`src/rtl/muldiv_unit_if.sv`:
```
// ============================================================================
//  Module      : muldiv_unit_if
//  Description : Issue / result bundle between the EX-stage decoder and the
//                multiply/divide unit holding HI/LO.
//  Revision    : 1.0  initial release
// ============================================================================
`default_nettype none

interface muldiv_unit_if;
    logic        start;
    logic [1:0]  op;
    logic [31:0] src_a;
    logic [31:0] src_b;
    logic        mthi;
    logic        mtlo;
    logic [31:0] wdata;
    logic        flush;
    logic        busy;
    logic        done;
    logic [31:0] hi;
    logic [31:0] lo;

    // Decoder / pipeline side
    modport master (
        output start, op, src_a, src_b, mthi, mtlo, wdata, flush,
        input  busy, done, hi, lo
    );

    // Multiply/divide unit side
    modport slave (
        input  start, op, src_a, src_b, mthi, mtlo, wdata, flush,
        output busy, done, hi, lo
    );
endinterface

`default_nettype wire

```
`src/rtl/muldiv_unit.sv`:
```
// ============================================================================
//  Module      : muldiv_unit
//  Description : Multi-cycle MULT/MULTU/DIV/DIVU unit with architectural HI/LO
//                registers, MTHI/MTLO writes, flush abort and busy/done status.
//  Revision    : 1.0  initial release
// ============================================================================
`default_nettype none

module muldiv_unit #(
    parameter int MUL_CYCLES = 4            // multiply latency, 1..8
) (
    input  wire logic       clk,
    input  wire logic       rst_n,
    muldiv_unit_if.slave    bus
);

    // 32 restoring iterations followed by one sign-fixup cycle
    localparam int DIV_ITERS = 32;

    localparam logic [1:0] ST_IDLE = 2'd0;
    localparam logic [1:0] ST_MUL  = 2'd1;
    localparam logic [1:0] ST_DIV  = 2'd2;
    localparam logic [1:0] ST_FIX  = 2'd3;

    logic [1:0]  state_q, state_d;
    logic [5:0]  cnt_q,   cnt_d;
    logic        sgn_q,   sgn_d;    // signed variant (MULT / DIV)
    logic [31:0] a_q,     a_d;      // multiplicand, or dividend/quotient shift reg
    logic [31:0] b_q,     b_d;      // multiplier, or divisor magnitude
    logic [31:0] rem_q,   rem_d;    // partial remainder
    logic        qneg_q,  qneg_d;   // quotient must be negated
    logic        rneg_q,  rneg_d;   // remainder must be negated
    logic        div0_q,  div0_d;   // divisor was zero: leave HI/LO alone
    logic [31:0] hi_q,    hi_d;
    logic [31:0] lo_q,    lo_d;
    logic        busy_q,  busy_d;
    logic        done_q,  done_d;

    logic [63:0] w_a64;
    logic [63:0] w_b64;
    logic [63:0] w_prod;
    logic [32:0] w_trial;
    logic        w_a_neg;
    logic        w_b_neg;

    // Operands are sign- or zero-extended to 64 bits so one multiplier
    // serves both MULT and MULTU; the low 64 bits are the exact product.
    assign w_a64  = {{32{sgn_q & a_q[31]}}, a_q};
    assign w_b64  = {{32{sgn_q & b_q[31]}}, b_q};
    assign w_prod = w_a64 * w_b64;

    // Trial subtraction of one restoring-division step
    assign w_trial = {rem_q, a_q[31]} - {1'b0, b_q};

    // Operand signs at issue time (only meaningful for DIV)
    assign w_a_neg = ~bus.op[0] & bus.src_a[31];
    assign w_b_neg = ~bus.op[0] & bus.src_b[31];

    // Next-state logic: issue, multiply countdown, divide iterations, fixup,
    // MTHI/MTLO writes, and flush overriding everything else.
    always_comb begin
        state_d = state_q;
        cnt_d   = cnt_q;
        sgn_d   = sgn_q;
        a_d     = a_q;
        b_d     = b_q;
        rem_d   = rem_q;
        qneg_d  = qneg_q;
        rneg_d  = rneg_q;
        div0_d  = div0_q;
        hi_d    = hi_q;
        lo_d    = lo_q;
        busy_d  = busy_q;
        done_d  = 1'b0;

        case (state_q)
            ST_IDLE: begin
                if (bus.start) begin
                    sgn_d  = ~bus.op[0];
                    busy_d = 1'b1;
                    if (!bus.op[1]) begin
                        state_d = ST_MUL;
                        cnt_d   = 6'(MUL_CYCLES);
                        a_d     = bus.src_a;
                        b_d     = bus.src_b;
                    end else begin
                        state_d = ST_DIV;
                        cnt_d   = 6'(DIV_ITERS);
                        a_d     = w_a_neg ? -bus.src_a : bus.src_a;
                        b_d     = w_b_neg ? -bus.src_b : bus.src_b;
                        rem_d   = 32'd0;
                        qneg_d  = w_a_neg ^ w_b_neg;
                        rneg_d  = w_a_neg;
                        div0_d  = (bus.src_b == 32'd0);
                    end
                end else begin
                    if (bus.mthi) hi_d = bus.wdata;
                    if (bus.mtlo) lo_d = bus.wdata;
                end
            end

            ST_MUL: begin
                if (cnt_q == 6'd1) begin
                    hi_d    = w_prod[63:32];
                    lo_d    = w_prod[31:0];
                    done_d  = 1'b1;
                    busy_d  = 1'b0;
                    cnt_d   = 6'd0;
                    state_d = ST_IDLE;
                end else begin
                    cnt_d = cnt_q - 6'd1;
                end
            end

            ST_DIV: begin
                if (!w_trial[32]) begin
                    rem_d = w_trial[31:0];
                    a_d   = {a_q[30:0], 1'b1};
                end else begin
                    rem_d = {rem_q[30:0], a_q[31]};
                    a_d   = {a_q[30:0], 1'b0};
                end
                cnt_d = cnt_q - 6'd1;
                if (cnt_q == 6'd1) begin
                    state_d = ST_FIX;
                end
            end

            default: begin  // ST_FIX
                if (!div0_q) begin
                    lo_d = qneg_q ? -a_q   : a_q;
                    hi_d = rneg_q ? -rem_q : rem_q;
                end
                done_d  = 1'b1;
                busy_d  = 1'b0;
                cnt_d   = 6'd0;
                state_d = ST_IDLE;
            end
        endcase

        // Abort wins over issue, completion and MTHI/MTLO alike
        if (bus.flush) begin
            state_d = ST_IDLE;
            cnt_d   = 6'd0;
            busy_d  = 1'b0;
            done_d  = 1'b0;
            hi_d    = hi_q;
            lo_d    = lo_q;
        end
    end

    // State and architectural registers, asynchronously cleared
    always_ff @(posedge clk or negedge rst_n) begin
        if (!rst_n) begin
            state_q <= ST_IDLE;
            cnt_q   <= 6'd0;
            sgn_q   <= 1'b0;
            a_q     <= 32'd0;
            b_q     <= 32'd0;
            rem_q   <= 32'd0;
            qneg_q  <= 1'b0;
            rneg_q  <= 1'b0;
            div0_q  <= 1'b0;
            hi_q    <= 32'd0;
            lo_q    <= 32'd0;
            busy_q  <= 1'b0;
            done_q  <= 1'b0;
        end else begin
            state_q <= state_d;
            cnt_q   <= cnt_d;
            sgn_q   <= sgn_d;
            a_q     <= a_d;
            b_q     <= b_d;
            rem_q   <= rem_d;
            qneg_q  <= qneg_d;
            rneg_q  <= rneg_d;
            div0_q  <= div0_d;
            hi_q    <= hi_d;
            lo_q    <= lo_d;
            busy_q  <= busy_d;
            done_q  <= done_d;
        end
    end

    assign bus.busy = busy_q;
    assign bus.done = done_q;
    assign bus.hi   = hi_q;
    assign bus.lo   = lo_q;

endmodule

`default_nettype wire

```
`src/flat_wrapper.sv`:
```
// flat-port wrapper written by rule: the top's interface ports become plain ports
module muldiv_unit_flat 
#(
    parameter int MUL_CYCLES = 4                                     
)
  (clk, rst_n, bus_start, bus_op, bus_src_a, bus_src_b, bus_mthi, bus_mtlo, bus_wdata, bus_flush, bus_busy, bus_done, bus_hi, bus_lo);
  muldiv_unit_if bus_i ();
  input  wire logic clk;
  input  wire logic rst_n;
  input wire logic [$bits(bus_i.start)-1:0] bus_start;
  input wire logic [$bits(bus_i.op)-1:0] bus_op;
  input wire logic [$bits(bus_i.src_a)-1:0] bus_src_a;
  input wire logic [$bits(bus_i.src_b)-1:0] bus_src_b;
  input wire logic [$bits(bus_i.mthi)-1:0] bus_mthi;
  input wire logic [$bits(bus_i.mtlo)-1:0] bus_mtlo;
  input wire logic [$bits(bus_i.wdata)-1:0] bus_wdata;
  input wire logic [$bits(bus_i.flush)-1:0] bus_flush;
  output wire logic [$bits(bus_i.busy)-1:0] bus_busy;
  output wire logic [$bits(bus_i.done)-1:0] bus_done;
  output wire logic [$bits(bus_i.hi)-1:0] bus_hi;
  output wire logic [$bits(bus_i.lo)-1:0] bus_lo;
  assign bus_i.start = bus_start;
  assign bus_i.op = bus_op;
  assign bus_i.src_a = bus_src_a;
  assign bus_i.src_b = bus_src_b;
  assign bus_i.mthi = bus_mthi;
  assign bus_i.mtlo = bus_mtlo;
  assign bus_i.wdata = bus_wdata;
  assign bus_i.flush = bus_flush;
  assign bus_busy = bus_i.busy;
  assign bus_done = bus_i.done;
  assign bus_hi = bus_i.hi;
  assign bus_lo = bus_i.lo;
  muldiv_unit #(.MUL_CYCLES(MUL_CYCLES)) u_core (.clk(clk), .rst_n(rst_n), .bus(bus_i));
endmodule
```
`config.mk`:
```
export PLATFORM = sky130hd
export DESIGN_NAME = muldiv_unit_flat
export DESIGN_NICKNAME = d
export VERILOG_FILES = /design/src/rtl/muldiv_unit_if.sv /design/src/rtl/muldiv_unit.sv /design/src/flat_wrapper.sv
export SDC_FILE = /design/constraint.sdc
export NUM_CORES = 2
export LEC_CHECK = 0
export ABC_AREA = 0
export CORE_ASPECT_RATIO = 0.9
export CORE_MARGIN = 2
export CORE_UTILIZATION = 40
export CTS_CLUSTER_DIAMETER = 150
export DETAILED_ROUTE_END_ITERATION = 8
export DONT_BUFFER_PORTS = 1
export GPL_TIMING_DRIVEN = 0
export SYNTH_ARGS = -nofsm -noshare
export SYNTH_HDL_FRONTEND = slang
export SYNTH_SLANG_ARGS = --single-unit
```
`constraint.sdc`:
```
create_clock -name clk -period 9.6 [get_ports clk]
set_input_delay 1.44 -clock clk [delete_from_list [all_inputs] [get_ports clk]]
set_output_delay 1.44 -clock clk [all_outputs]
set_load 0.02 [all_outputs]
```
==> reports/qor.yml <==
status:
  status: "finished clean"
yosys:
  synth_compound_area_frac: 0.0961
  yosysTopAreaCell: "fa_1"
  synth_seq_cells: 174
  synth_edf_count: 0
  async_flop_share: 1.00
  synth-xor-area-share: 0.0347
  yosysSeqAreaShare: 0.0862
  synth.net_count: 7212
  syn-cell-area_mm2: 0.0505
  synth_warnings: 0
  yosys-top-cells-area: "fa_1, inv_1, dfrtp_1, nand2_1, ha_1"
  synthMuxAreaShare: 0.00751
  synth_top_cell_area_share: 0.446
  syn_inst: 5731
  synth_fa_ha_area_frac: 0.509
  synth_top_family_by_area: "adder cells"
  yosys.area_share.simple: 0.153
  synth.avg_cell_area_um2: 8.81
  synth_ff_type: "dfrtp_1"
  synth_cell_type_count: 90
floorplan:
  die_area_mm2: 0.129
  core-area_mm2: 0.125
  die_x_um: 379
  fp.dieH_um: 341
  boundaryPins: 170
  start_util: 0.404
  rows: 123
timing:
  hold_violations: 0
  finClkSkew_ps: 19.6
  worst_pin_slew_ps: 1380
  setup_viol: 0
  post-route-period-util: 0.998
  fin_crit_ps: 9580
  rsz0062_at_grt: "yes"
  slew_violations: 0
  maxClockFrequency_mhz: 104
  slew_headroom: 0.0779
placed_design:
  dp_cells: 7418
  portBuffers: 0
  place.gp.congestion: 1.04
  dpl.hpwl_um: 184000
drt:
  drtIter0Drc: 5015
  firstDrtPassIters: 9
  drt_wl_total_um: 218000
  final_antenna_net_count: 0
  route.detailed.wl_per_inst_um: 29.3
  via_per_inst: 5.75
  route.detailed.drc: 0
  vias: 42900
global_route:
  antenna_found_initial: 19
  grt_use_total: 0.343
  grt.overflow.total: 0
  grt_pass1_vias: 43300
  grt_max_degree: 175
  grt_pass1_wl_um: 312000
layout:
  fin_util: 0.427
  fin_cells: 7454
  drive_gt1_frac: 0.0343
  areaGrowthSynthToFinish_pct: 5.84
  fin_nets: 7211
critical_path:
  critPathRequiredTime_ps: 9970
  startpoint_type: "flop"
  crit_fanout: 13
  end_kind: "flop"
  reg2reg_slack_ps: 20
  r2r_cells: 26
  critPathArrivalTime_ps: 9950
  worst-setup-path-type: "reg2reg"
job:
  cap_violations: 0
clocking:
  cts_sinks: 174
  insertion_delay_ps: 510
  cts.path.max_buffers: 2
  numCtsBuffers: 17
  ctsHtreeMaxLevel: 4
  cts_tree: "yes"
  clkTransAtPathRegs_ps: 80
  cts-root-buf: "clkbuf_16"
worst_hold_path:
  hold_class: "reg2reg"
  min_path_cells: 2
-- cell type report --
type / instances / area, um2
fillers: 12700 / 71700
multi-input cells: 4028 / 40400
inverters: 1187 / 4460
flip-flops and latches: 174 / 4370
well taps: 1687 / 2110
plain buffers: 312 / 1300
clock buffers: 20 / 447
clock inverters: 12 / 171
repair buffers: 10 / 78.8
diodes: 24 / 60.1
-- state kept, by name, summed over array words and instances (netlist names) --
name,flops
u_core.cnt_q,6
u_core.sgn_q,1
u_core.div0_q,1
u_core.bus.done,1
u_core.state_q,2
u_core.b_q,32
u_core.bus.lo,32
u_core.rneg_q,1
u_core.bus.hi,32
u_core.qneg_q,1
u_core.a_q,32
u_core.rem_q,32
u_core.bus.busy,1
-- logic make-up (layout without fill, tap and decap cells) --
logic type	Yosys count	in the layout
flip-flops	174	174
multiplexers	37	37
AO/OA/AOI/OAI	752	752
AND/OR/NAND/NOR	1662	1662
XOR/XNOR	200	200
adder cells (fa/ha/maj)	1377	1377
buffers and inverters	1529	1541
other	0	24
-- synthesized netlist by cell type (all sizes together), types with 30 or more instances --
master     n
mux2i     30
inv     1186
buf       40
a21oi    163
and2     318
xor2      81
dfrtp    174
nor3      48
nand2    893
fa      1126
nand3     37
o31ai     41
o21ai    231
nor2     192
ha       251
a21o      56
a22oi     35
clkbuf   302
a211oi    30
xnor2    119
-- through the flow --
| step | area (um2) | setup TNS [ps] | hold WS, ps | setup slack [ps] |
|---|---|---|---|---|
| 2_1_floorplan | 50500 | 0 | 449 | 1850 |
| 3_3_place_gp | 52600 | -14830 | 494 | -1680 |
| 3_5_place_dp | 52600 | -14400 | 496 | -1630 |
| 4_1_cts | 53300 | -104 | 514 | -104 |
| 5_1_grt | 53400 | -35.6 | 546 | -35.6 |
| 6_report | 53400 | 0 | 514 | 22.9 |
-- final timing paths --
kind	end	startpoint
hold reg to reg	u_core.cnt_q[1]	u_core.cnt_q[1]
hold / removal	u_core.cnt_q[1]	u_core.cnt_q[1]
setup reg to reg	u_core.bus.hi[12]	u_core.a_q[25]
min in group asynchronous	u_core.bus.hi[2]	rst_n
setup / recovery	u_core.bus.hi[12]	u_core.a_q[25]
max in group asynchronous	u_core.a_q[13]	rst_n
-- cells in the final DEF (no fill, tap or decap), types with 17 or more instances in the layout --
cell	instances
a211oi_1	29
diode_2	24
nand2_1	893
dfrtp_1	161
fa_1	1123
nor2b_1	21
clkbuf_16	17
a21o_1	56
clkbuf_1	211
o21ai_1	25
o21a_1	17
and3_1	29
ha_1	251
or2_2	18
and2_1	317
a31oi_1	20
a22oi_1	35
nand2b_1	21
nor2_1	190
o21ai_0	205
xor2_1	80
o21bai_1	21
clkbuf_2	65
nor3_1	46
xnor2_1	119
o31ai_1	37
inv_1	1183
buf_1	22
a21oi_1	162
mux2i_1	30
nand3_1	37
-- critical path: stages, from the launching register on --
cell,delay [ps]
dfrtp_1,910
buf_1,670
nand2_1,290
fa_1,550
fa_1,490
inv_1,50
fa_1,470
inv_1,50
fa_1,530
inv_1,50
fa_1,490
fa_1,510
fa_1,490
inv_1,50
fa_1,470
inv_1,40
ha_1,250
clkbuf_1,210
a21o_1,250
a21bo_2,200
a2111oi_0,720
o221ai_1,190
nor2_1,460
o31a_1,450
a22oi_1,200
o221ai_1,260
o21ai_0,120
-- per-layer routing --
metal / vias to the layer above / wire, um / GRT usage / part of all wire
met5: - / 220 / 0 / 0.0010
met3: 532 / 29800 / 0.125 / 0.14
met4: 22 / 11600 / 0.146 / 0.053
li1: 17400 / - / - / -
met2: 2653 / 89800 / 0.485 / 0.41
met1: 22200 / 87100 / 0.471 / 0.40
-- repair_timing --
item                                    4_1_cts  5_1_grt
pin swaps                                     0        2
gates resized for setup                      42      151
buffers inserted                              0        9
hold buffers                                  0        0
endpoints found under the setup margin       33       31
Power is left out: the tool's default activity adds up to more than one toggle a clock period on the data nets, which glitch-free logic cannot reach.
